<file path="config.mk">
export PLATFORM = sky130hd
export DESIGN_NAME = mem_stream_reader
export DESIGN_NICKNAME = d
export VERILOG_FILES = /design/src/rtl/mem_stream_reader.sv
export SDC_FILE = /design/constraint.sdc
export NUM_CORES = 1
export LEC_CHECK = 0
export ABC_AREA = 1
export CAP_MARGIN = 30
export CORE_MARGIN = 2
export CORE_UTILIZATION = 35
export CTS_BUF_LIST = sky130_fd_sc_hd__clkbuf_8 sky130_fd_sc_hd__clkbuf_16
export DETAILED_ROUTE_END_ITERATION = 6
export PLACE_DENSITY = 0.71
export SLEW_MARGIN = 20
export SYNTH_ARGS = -nofsm -noshare
export SYNTH_HDL_FRONTEND = slang
export SYNTH_SLANG_ARGS = --single-unit
</file>
<file path="constraint.sdc">
create_clock -name clk -period 1.53 [get_ports clk]
set_input_delay 0.153 -clock clk [delete_from_list [all_inputs] [get_ports clk]]
set_output_delay 0.153 -clock clk [all_outputs]
set_load 0.005 [all_outputs]
</file>
<file path="src/rtl/mem_stream_reader.sv">
// Streams `len` consecutive words from an async-read memory onto a valid/ready port.
// Optional feature macro: MEM_STREAM_LOOP_EN (adds `loop` input for repeated passes).
module mem_stream_reader #(
    parameter int ADDR_WIDTH = 4,
    parameter int DATA_WIDTH = 16
) (
    input  logic                  clk,
    input  logic                  rst_n,
    input  logic                  start,
    input  logic [ADDR_WIDTH-1:0] base_addr,
    input  logic [ADDR_WIDTH:0]   len,
`ifdef MEM_STREAM_LOOP_EN
    input  logic                  loop,
`endif
    output logic [ADDR_WIDTH-1:0] read_addr,
    input  logic [DATA_WIDTH-1:0] read_data,
    output logic                  m_valid,
    input  logic                  m_ready,
    output logic [DATA_WIDTH-1:0] m_data,
    output logic                  m_last,
    output logic                  busy,
    output logic                  done
);
    // Handshake: a word transfers on a posedge where m_valid & m_ready; while
    // m_valid=1 and m_ready=0, m_data/m_last hold and m_valid stays high.

    typedef enum logic [1:0] {S_IDLE, S_RUN, S_DRAIN, S_FIN} state_t;

    state_t                state;
    logic [ADDR_WIDTH:0]   remaining;
    logic                  load;

`ifdef MEM_STREAM_LOOP_EN
    logic [ADDR_WIDTH-1:0] base_q;
    logic [ADDR_WIDTH:0]   len_q;
    logic                  loop_q;
`endif

    // Output register is refilled when empty or when its word is leaving.
    assign load = !m_valid || m_ready;

    always_ff @(posedge clk or negedge rst_n) begin
        if (!rst_n) begin
            state     <= S_IDLE;
            read_addr <= '0;
            remaining <= '0;
            m_valid   <= 1'b0;
            m_data    <= '0;
            m_last    <= 1'b0;
            busy      <= 1'b0;
            done      <= 1'b0;
`ifdef MEM_STREAM_LOOP_EN
            base_q    <= '0;
            len_q     <= '0;
            loop_q    <= 1'b0;
`endif
        end else begin
            done <= 1'b0;
            case (state)
                S_IDLE: begin
                    if (start) begin
                        read_addr <= base_addr;
                        remaining <= len;
                        busy      <= 1'b1;
`ifdef MEM_STREAM_LOOP_EN
                        base_q    <= base_addr;
                        len_q     <= len;
                        loop_q    <= loop;
`endif
                        state     <= (len != '0) ? S_RUN : S_FIN;
                    end
                end
                S_RUN: begin
                    if (load) begin
                        m_data    <= read_data;
                        m_valid   <= 1'b1;
                        read_addr <= read_addr + ADDR_WIDTH'(1);
                        remaining <= remaining - (ADDR_WIDTH + 1)'(1);
                        if (remaining == (ADDR_WIDTH + 1)'(1)) begin
                            m_last <= 1'b1;
                            state  <= S_DRAIN;
                        end
                    end
                end
                S_DRAIN: begin
                    if (m_valid && m_ready) begin
                        m_valid <= 1'b0;
                        m_last  <= 1'b0;
                        state   <= S_FIN;
                    end
                end
                S_FIN: begin
                    done <= 1'b1;
`ifdef MEM_STREAM_LOOP_EN
                    // Another pass only while both the captured and live loop bits agree.
                    if (loop_q && loop) begin
                        read_addr <= base_q;
                        remaining <= len_q;
                        state     <= (len_q != '0) ? S_RUN : S_FIN;
                    end else begin
                        busy  <= 1'b0;
                        state <= S_IDLE;
                    end
`else
                    busy  <= 1'b0;
                    state <= S_IDLE;
`endif
                end
                default: state <= S_IDLE;
            endcase
        end
    end

endmodule

</file>
==> results.ini <==
[cells_and_area]
fin_nets=310
multi_input_area_um2=727
mostFrequentLayoutCells=nand2_1, clkdlybuf4s50_1, dfrtp_1
area_growth_syn_to_layout_pct=45.8
fin_area_um2=2330
drive_above_1_share=0.0764
n_antenna_cell=0
layout_commonest_cell=nand2_1
seq_area_um2=776
fillers=410

[placement]
io_buffers=52
gp_congestion=0.757
place_area_um2=2190
place_hpwl_um=2670

[floorplanning]
initial_core_util=0.364
rows=24
die_h_um=71.5
core_region_area_um2=4380
die_w_um=71.5
boundaryPins=53
die_area_um2=5120

[clock_tree]
cts_tree=built
clk-insertion-delay-late_ns=0.28
cts.reportedPaths.clkPinSlew_ns=0.06
cts_buffers=5
cts_root_buffer=clkbuf_8
cts_sinks=31
h-tree-depth=2
clockBufferDepth=2

[setup_path]
cp.required_ns=1.38
timing.rr.start=state[1]
crit_type=flip-flop to output pin
cp_max_fo=6
cpMaxStageDelayCell=clkdlybuf4s50_1
r2r_slack_ns=0.13
start_kind=flip-flop
worstPathCellList=clkdlybuf4s50_1
critPathBufInv=1
reg2regPathDepth=8
r2r_end=state[1]
cpLargestDelayFamily=buffers and inverters
endpoint_kind=output pin
critPathMaxStageDelay_ns=0.53
arrival_ns=1.25

[power]
p_clk_frac=0.129
power_leakage_nw=1.20
p_int_mw=2.73
p_sw_frac=0.402
power_frac_seq=0.326
ir_worst_vdd_mv=0.704
pwr-share-comb=0.545
power_density_nw_per_um2=1970
p_switching_mw=1.84

[synth]
syn-instance-count=213
yosys_warnings=0
ys_seq_area_frac=0.486
ys_ff_latch=31
synth_cell_types=15
synth_nets=249
synth_area_um2=1600
syn_avg_cell_area_um2=7.50

[timing]
hold_viol=0
hold_slack_ns=0.260
fmax_mhz=713
setup_viol=0
post-route-min-period_ns=1.40
worst_pin_slew_ns=0.397
rsz0062_at_grt=true
slew_headroom=0.735
finClkSkew_ns=0.00469
final_max_slew_viol_count=0
fin_tns_setup_ns=0
fin_crit_sh=0.916

[drt]
ant_nets=0
first_iter_violations=93
num_vias=1544
wl_met1_um=1620
drt_first_pass_iters=4
routed_wl_um=3740
wire_per_inst_um=11.4
viasPerCell=4.72
drc=0
met3WireLength_um=305
wl_met2_um=1770
highest_layer=met4

[global_routing]
gr-total-overflow=0
grt_max_degree=32
grt_pass1_wl_um=6200
antenna_found_initial=0
grt_use_total=0.155
grt_pass1_vias=1408

[flow_run]
max_cap_violations=0

[min_path]
min_path_type=input pin to asynchronous set/reset pin

[status]
status=complete, no violations

==> layout make-up <==
type | instances | share of cell area
Sequential cell | 31 | 0.333
Multi-Input combinational cell | 153 | 0.312
Timing Repair Buffer | 61 | 0.253
Inverter | 22 | 0.0387
Clock buffer | 5 | 0.0296
Tap cell | 52 | 0.0280
Clock inverter | 3 | 0.00538
==> cell usage after synthesis <==
cell type / instances / share of area
nand4_1: 3 / 0.012
buf_4: 1 / 0.0047
dfrtp_1: 31 / 0.49
o21ai_1: 3 / 0.0094
inv_2: 1 / 0.0023
nand3_2: 1 / 0.0063
ha_1: 7 / 0.055
nor2_1: 14 / 0.033
inv_1: 21 / 0.049
nand3_1: 28 / 0.088
clkbuf_1: 3 / 0.0071
o21ai_0: 9 / 0.028
a21oi_1: 4 / 0.013
buf_2: 3 / 0.0094
nand2_1: 84 / 0.20
==> registers in the layout, indices dropped and copies added (netlist names) <==
signal	flops
m_valid	1
m_last	1
read_addr	4
remaining	5
busy	1
done	1
state	2
m_data	16
==> kinds of logic (layout without fill, tap and decap cells) <==
group	after synthesis	in the layout	share of synthesized area
AOI/OAI and AO/OA	16	16	0.0502
adders and majority gates	7	7	0.0549
buffers and inverters	29	91	0.0729
DFF	31	31	0.486
and+or+nand+nor	130	130	0.336
==> what timing repair did <==
| action | CTS | global route |
|---|---|---|
| setup buffers | 0 | 3 |
| gates resized for setup | 2 | 9 |
| setup endpoints to repair | 20 | 11 |
| hold buffers | 0 | 0 |
| endpoints found under the hold margin | 0 | 0 |
| pin swaps | 0 | 1 |
==> stage by stage <==
| step | worst slack [ns] | total power [mW] | std cells | utilization |
|---|---|---|---|---|
| floorplan | 0.148 | 2.82 | 213 | - |
| global placement | 0.0149 | 3.79 | 316 | 0.500 |
| detailed placement | -0.0529 | 3.86 | 316 | 0.500 |
| CTS | 0.0250 | 4.49 | 324 | 0.520 |
| global route | -0.00572 | 5.04 | 327 | 0.531 |
| finish | 0.128 | 4.57 | 327 | 0.531 |
==> worst max-delay path by stage <==
| stage | from | to | cells after the start |
|---|---|---|---|
| CTS | state[0] | remaining[4] | 8 |
| detailed placement | state[1] | m_data[9] | 6 |
| global route | state[1] | state[1] | 8 |
| finish | read_addr[0] | read_addr[0] | 1 |
| floorplan | state[1] | remaining[2] | 8 |
| global placement | state[1] | m_data[2] | 6 |
==> metal layers <==
| metal | vias up | global-route usage |
|---|---|---|
| met1 | 694 | 0.190 |
| li1 | 789 | - |
| met4 | 0 | 0.0566 |
| met5 | - | 0 |
| met3 | 4 | 0.0563 |
| met2 | 57 | 0.253 |
==> power by group through the flow <==
stage / sequential (mW) / combinational, mW / clock [mW]
floorplan: 1.49 / 1.33 / 0
global placement: 1.50 / 2.29 / 0
detailed placement: 1.51 / 2.35 / 0
CTS: 1.49 / 2.38 / 0.612
global route: 1.54 / 2.84 / 0.656
finish: 1.49 / 2.49 / 0.590
Note: power is estimated with default switching activity, not from simulation.
